## src/rtl/clk_divider_prog.sv

```systemverilog
// Multi-channel programmable clock divider with glitch-free ratio updates,
// glitch-free enable/disable and a per-channel tick strobe.
module clk_divider_prog #(
    parameter int N_CH  = 4,
    parameter int DIV_W = 16
) (
    input  logic                    i_clk,
    input  logic                    i_reset_n,
    input  logic [N_CH-1:0]         i_en,
    input  logic [N_CH*DIV_W-1:0]   i_div,
    output logic [N_CH-1:0]         o_clk,
    output logic [N_CH-1:0]         o_tick,
    output logic [N_CH-1:0]         o_active
);

    typedef enum logic {
        IDLE = 1'b0,
        RUN  = 1'b1
    } state_t;

    for (genvar c = 0; c < N_CH; c++) begin : g_ch
        state_t           state;
        logic [DIV_W-1:0] d_in;
        logic [DIV_W-1:0] d_eff;
        logic [DIV_W-1:0] shadow;
        logic [DIV_W-1:0] cnt;
        logic [DIV_W-1:0] cnt_nxt;
        logic [DIV_W-1:0] half;
        logic             start;
        logic             last;
        logic             clk_q;
        logic             tick_q;
        logic             active_q;

        assign d_in    = i_div[c*DIV_W +: DIV_W];
        // A ratio of 1 cannot produce a clock; run it as the fastest legal one.
        assign d_eff   = (d_in == DIV_W'(1)) ? DIV_W'(2) : d_in;
        assign start   = i_en[c] && (d_in != '0);
        assign last    = (cnt == shadow - DIV_W'(1));
        assign cnt_nxt = cnt + DIV_W'(1);
        assign half    = shadow >> 1;

        // Outputs are computed for the next count so they come straight from flops.
        always_ff @(posedge i_clk or negedge i_reset_n) begin
            if (!i_reset_n) begin
                state    <= IDLE;
                shadow   <= '0;
                cnt      <= '0;
                clk_q    <= 1'b0;
                tick_q   <= 1'b0;
                active_q <= 1'b0;
            end else begin
                case (state)
                    IDLE: begin
                        cnt    <= '0;
                        clk_q  <= 1'b0;
                        tick_q <= 1'b0;
                        if (start) begin
                            state    <= RUN;
                            shadow   <= d_eff;
                            active_q <= 1'b1;
                        end else begin
                            active_q <= 1'b0;
                        end
                    end
                    RUN: begin
                        if (last) begin
                            cnt    <= '0;
                            clk_q  <= 1'b0;
                            tick_q <= 1'b0;
                            if (start) begin
                                shadow <= d_eff;
                            end else begin
                                state    <= IDLE;
                                active_q <= 1'b0;
                            end
                        end else begin
                            cnt    <= cnt_nxt;
                            clk_q  <= (cnt_nxt >= half);
                            tick_q <= (cnt_nxt == half);
                        end
                    end
                    default: begin
                        state    <= IDLE;
                        cnt      <= '0;
                        clk_q    <= 1'b0;
                        tick_q   <= 1'b0;
                        active_q <= 1'b0;
                    end
                endcase
            end
        end

        assign o_clk[c]    = clk_q;
        assign o_tick[c]   = tick_q;
        assign o_active[c] = active_q;
    end

endmodule

```

## config.mk

```make
export PLATFORM = sky130hd
export DESIGN_NAME = clk_divider_prog
export DESIGN_NICKNAME = d
export VERILOG_FILES = /design/src/rtl/clk_divider_prog.sv
export SDC_FILE = /design/constraint.sdc
export NUM_CORES = 1
export LEC_CHECK = 0
export BUFFER_PORTS_ARGS = -buffer_cell sky130_fd_sc_hd__buf_2
export CAP_MARGIN = 20
export CORE_MARGIN = 2
export CORE_UTILIZATION = 40
export CTS_CLUSTER_SIZE = 28
export DETAILED_ROUTE_END_ITERATION = 16
export SLEW_MARGIN = 10
export SYNTH_ARGS = -nofsm -noshare
export SYNTH_HDL_FRONTEND = slang
export SYNTH_SLANG_ARGS = --single-unit
```

## constraint.sdc

```tcl
create_clock -name i_clk -period 3.3 [get_ports i_clk]
set_input_delay 0.165 -clock i_clk [delete_from_list [all_inputs] [get_ports i_clk]]
set_output_delay 0.165 -clock i_clk [all_outputs]
set_load 0.005 [all_outputs]
```

## Word-level counts from Yosys, hierarchy flattened

Index checks and enable logic that the tools add are counted.

| storage, ports and cells | value |
|---|---|
| flip-flop bits (word level) | 144 |
| input bits | 70 |
| output and inout port bits | 12 |
| word-level logic and storage cells | 136 |

| operators by class | value |
|---|---|
| $add $sub $neg | 8 |
| order comparisons | 4 |
| equality and inequality tests | 20 |
| muxes and demuxes | 64 |
| bitwise logic cells | 4 |
| reduce and logical (&&, ||, !) cells | 12 |

Operator list:

| cell | count |
|---|---|
| 16-bit 2-to-1 mux | 16 |
| 16-bit case mux with 2 select lines | 8 |
| 16-bit by 1-bit adder with 16-bit output (second input constant) | 4 |
| 16-bit by 1-bit equality test with 1-bit output (second input constant) | 4 |
| 16-bit by 15-bit equality test with 1-bit output | 4 |
| 16-bit equality test | 4 |
| 16-bit by 15-bit >= comparator with 1-bit output | 4 |
| 16-bit nonzero test | 4 |
| 16-bit by 1-bit subtractor with 16-bit output (second input constant) | 4 |
| 1-bit case mux with 2 select lines | 16 |
| 1-bit 2-to-1 mux | 24 |
| 2-bit by 1-bit inequality test with 1-bit output (second input constant) | 4 |
| 2-bit inequality test (second input constant) | 4 |
| 2-bit AND reduction | 4 |
| 1-bit logical AND | 4 |
| 1-bit inverter | 4 |

## Longest topological paths before layout

| depth | value |
|---|---|
| word-level depth | 5 |
| gate-level depth with buffers | 14 |
| mapped depth without buffers | 12 |

## Worst setup path before layout

Ideal clock, no wire load.

| path | value |
|---|---|
| path type | register to register |
| start | reg g_ch[1].shadow[0] |
| end | reg g_ch[1].shadow[10] |
| setup time | 0.125 ns |
| arrival time | 3.113 ns |
| data required time | 3.175 ns |
| setup slack | 0.063 ns |
| cell stages (with the launch flop) | 14 |
| period minus slack after synthesis | 3.237 ns |
| cell sequence | dfrtp_1 -> clkbuf_1 -> inv_1 -> ha_1 -> nor4b_1 -> a21oi_1 -> a2111oi_0 -> nand4_1 -> or4_1 -> o31ai_2 -> nor2b_1 -> buf_2 -> buf_4 -> mux2_2 |

| on the way | value |
|---|---|
| cells in the longest elaborated chain, start to end | 3 |

Ends and longest elaborated chain:

| what | RTL line | source |
|---|---|---|
| from (decl) | 25 | `logic [DIV_W-1:0] shadow;` |
| from (signal assigned) | 47 | `shadow <= '0;` |
| from (signal assigned) | 60 | `shadow <= d_eff;` |
| from (signal assigned) | 72 | `shadow <= d_eff;` |
| 16-bit by 1-bit subtractor with 16-bit output | 39 | `assign last = (cnt == shadow - DIV_W'(1));` |
| 16-bit equality test | 39 |  |
| 2-bit by 1-bit inequality test with 1-bit output (no line) | -- |  |

No other way between the ends.
A chain may end at the register's enable or synchronous reset.

## Final worst setup path

| path | value |
|---|---|
| start | reg g_ch[2].shadow[0] |
| end | reg g_ch[2].shadow[2] |

| on the way | value |
|---|---|
| cells in the longest elaborated chain, start to end | 3 |

Ends and longest elaborated chain:

| what | RTL line |
|---|---|
| from (decl) | 25 |
| from (signal assigned) | 47 |
| from (signal assigned) | 60 |
| from (signal assigned) | 72 |
| 16-bit by 1-bit subtractor with 16-bit output | 39 |
| 16-bit equality test | 39 |
| 2-bit by 1-bit inequality test with 1-bit output (no line) | -- |

No other way between the ends.

==> reports/results.txt <==
# fillers = 2,238
Initial Utilization = 40.6%
Final nets = 1,325
Crit Path Max Fanout = 16
Fin Clk Skew = 0.00925 ns
Netlist cell types = 70
CP endpoint = g_ch[2].shadow[2]
Slew HR = 49.5%
Leakage = 5.52 nW
Synth Area in Compound Gates = 10.1%
Slew Viols, Final = 0
YS warnings = 0
Placed insts = 1,434
First-pass iteration count of the detailed router = 5
Largest net degree at the start of global routing = 79
CTS max path bufs = 2
Synth Area per Inst = 9.35 µm²
Flops & latches, synth = 144
Synth top area cells = dfrtp_1 37%, ha_1 8.7%, xnor2_1 7.4%
Prevailing post-synth register cell = dfrtp_1
Worst hold path type = in2reg
Combinational family with the most area after synthesis = simple AND/OR/NAND/NOR gates
Final cell count without fillers = 1,524
Initial antenna violation count = 0
FF+latch area = 0.00360 mm²
Crit path launch = g_ch[2].shadow[0]
First-pass GRT wire length = 41,100 µm
Status = finished, final reports clean
FP Rows = 57
MaxCap Viol Count = 0
Hpwl dp = 17,600 µm
Worst hold margin = 0.0205 ns
Critical R2R Launch = g_ch[2].shadow[0]
DRT iter0 DRCs = 495
WL final = 24,100 µm
Maximum vdd drop = 322 µV
CP Capture Type = flip-flop
Synth Instances = 1,049
All-Layer GR Usage = 19.5%
Worst Max-Slew Pin Slew = 0.758 ns
TritonCTS Buffers = 17
Synth Area in Adders = 8.68%
Synthesized area = 0.00981 mm²
Via count = 8,117
PD cells = 520 mW/mm²
Final Power = 6.17 mW
Reg2Reg Depth = 10
CP Class = reg2reg
Vias in the first global route = 8,248
Final hold vios = 0
GP Congestion = 0.880
Final cycle utilization of the critical path = 94.1%
# H-tree levels = 4
Async S/R FF share, synth = 100%
N_diodes = 0
# setup viols final = 0
Startpoint types = flip-flop
Sequential area share after synthesis = 36.7%
Setup TNS = 0 ns
Synth Area in XOR/XNOR = 11.9%
Min Clock Period, post-route = 3.10 ns
Area Overhead vs Synth = 20.9%
Number of I/O port buffers = 81
Reg2reg end = g_ch[2].shadow[2]
EDFF count, synth = 0
Max Fclk = 322 MHz
Routed WL per cell = 15.8 µm
Core footprint = 0.0242 mm²
Synth top area share = 36.7%
Multi-input logic area = 0.00568 mm²
Leading area contributor after synthesis = dfrtp_1
Mapped Nets = 1,187
Horiz. Die Dim = 161 µm
Post-route ant nets = 0
Synth Area in Simple Gates = 21.2%
CP arrival = 3.41 ns
Fraction of layout cells with a size suffix above 1 = 17.1%
CP required = 3.61 ns
Root buffer cell = clkbuf_16
DRC = 0
Later-pin clock latency in the skew report = 0.43 ns
DP Worst Slack = 0.128 ns
Setup ws final = 0.196 ns
Die area = 0.0258 mm²
CTS tree = done
Via density = 5.33
Total gr overflow = 0
Sink Count = 144
Flop2flop setup slack = 0.20 ns
Multiplexer share of the synthesized area = 5.75%
CTS clk-pin slew, worst paths = 0.06 ns
Die height = 161 µm
I/O Pins = 82
[state kept, by name, indices dropped and copies added, names as in the netlist]
register,flops
g_ch.cnt,64
g_ch.tick_q,4
g_ch.state,4
g_ch.clk_q,4
g_ch.active_q,4
g_ch.shadow,64
[per-layer routing]
layer / vias up / track usage [%] / part of all wire [%]
met1: 3926 / 26.0 / 47
li1: 3973 / - / -
met4: 0 / 7.29 / 2.4
met3: 43 / 2.84 / 3.2
met2: 175 / 32.2 / 47
met5: - / 0 / 0
[cell families after synthesis]
group,Yosys count
multiplexers,48
AND/OR/NAND/NOR,384
XOR/XNOR,133
adder cells (fa/ha/maj),68
flip-flops,144
AO/OA/AOI/OAI,145
buffers and inverters,127
[worst min-delay path by stage]
stage / startpoint / endpoint / slack (ns) / cells after the start
after floorplan: i_reset_n / g_ch[0].active_q / -0.13 / 0
after global placement: i_reset_n / g_ch[1].clk_q / 0.26 / 1
after detailed placement: i_reset_n / g_ch[1].clk_q / 0.27 / 1
after CTS: i_div[32] / g_ch[2].shadow[0] / 0.01 / 3
after global routing: i_div[32] / g_ch[2].shadow[0] / 0.03 / 3
final: i_div[32] / g_ch[2].shadow[0] / 0.02 / 3
[cells in the final DEF (no fill, tap or decap), types with 6 or more instances in the layout]
cell type	Yosys	layout
nor3_1	30	30
a21o_1	21	21
clkbuf_16	0	17
a21oi_1	31	30
nor2b_1	52	52
buf_2	5	80
mux2_4	8	8
or3_1	7	7
nand4_1	29	29
dlygate4sd3_1	0	58
xnor2_1	83	83
xor2_1	50	50
nor4_1	29	28
nand3_1	54	54
o21ai_0	32	32
and3_1	20	20
nor2_1	65	65
inv_1	76	76
mux2_2	34	34
nand2b_1	6	6
nand2_1	60	60
a211oi_1	6	6
a31oi_1	6	6
or4_1	6	6
ha_1	68	67
dfrtp_1	144	144
buf_4	14	28
[report_power, final]
group          leakage (nW)  switching, mW  internal, mW
clock network         0.305          0.836          1.25
registers              1.79          0.356          1.99
logic                  3.42          0.861         0.883
total                  5.52           2.05          4.12
[worst max-delay path: stages, from the launching register on]
cell and delay, ns:
dfrtp_1 0.43, inv_1 0.11, ha_2 0.24, nor4b_4 0.30, xnor2_1 0.10, or3_1 0.31, a2111o_1 0.41, o41ai_4 0.34
nor2b_1 0.20, buf_6 0.21, mux2_2 0.35
[stage by stage]
step	cell area [µm²]	util [%]
after floorplan	9810	-
after global routing	11900	49.1
after detailed placement	10600	44.0
after CTS	11800	49.0
final	11900	49.1
after global placement	10600	44.0
[cell type report]
type / count / share of cell area, %
inverters: 76 / 2.41
clock buffers: 19 / 3.82
clock inverters: 13 / 1.49
well taps: 324 / 3.42
repair buffers: 170 / 10.6
flip-flops and latches: 144 / 30.4
multi-input cells: 778 / 47.9
[what timing repair did]
action | in CTS | in global routing
hold buffers | 58 | 0
hold endpoints to repair | 132 | 0
setup buffers | 0 | 0
setup endpoints to repair | 0 | 28
resized for setup | 0 | 5
[synth_stat cells (3+ instances only)]
master and number:
o21a_1 5, mux2_4 8, or3_1 7, a21oi_1 31, buf_4 14, mux2i_1 5
nand2_1 60, xor2_1 50, or2_2 3, nand4b_1 3, nor2_1 65, inv_1 76
nor2b_1 52, a211oi_1 6, a2111oi_0 3, mux2_2 34, o211ai_1 3, o31ai_1 3
and4_1 4, nand2b_1 6, or4_1 6, o21ai_0 32, nor3b_1 3, o22ai_1 4
nand3_1 54, xnor2_1 83, nand4_1 29, nor4b_1 3, nor4_1 29, clkbuf_1 27
buf_1 3, dfrtp_1 144, a32oi_1 3, nor3_1 30, o32ai_1 3, and3_1 20
ha_1 68, a21o_1 21, buf_2 5, a31oi_1 6
No activity file was read; power rests on OpenSTA's default activity.
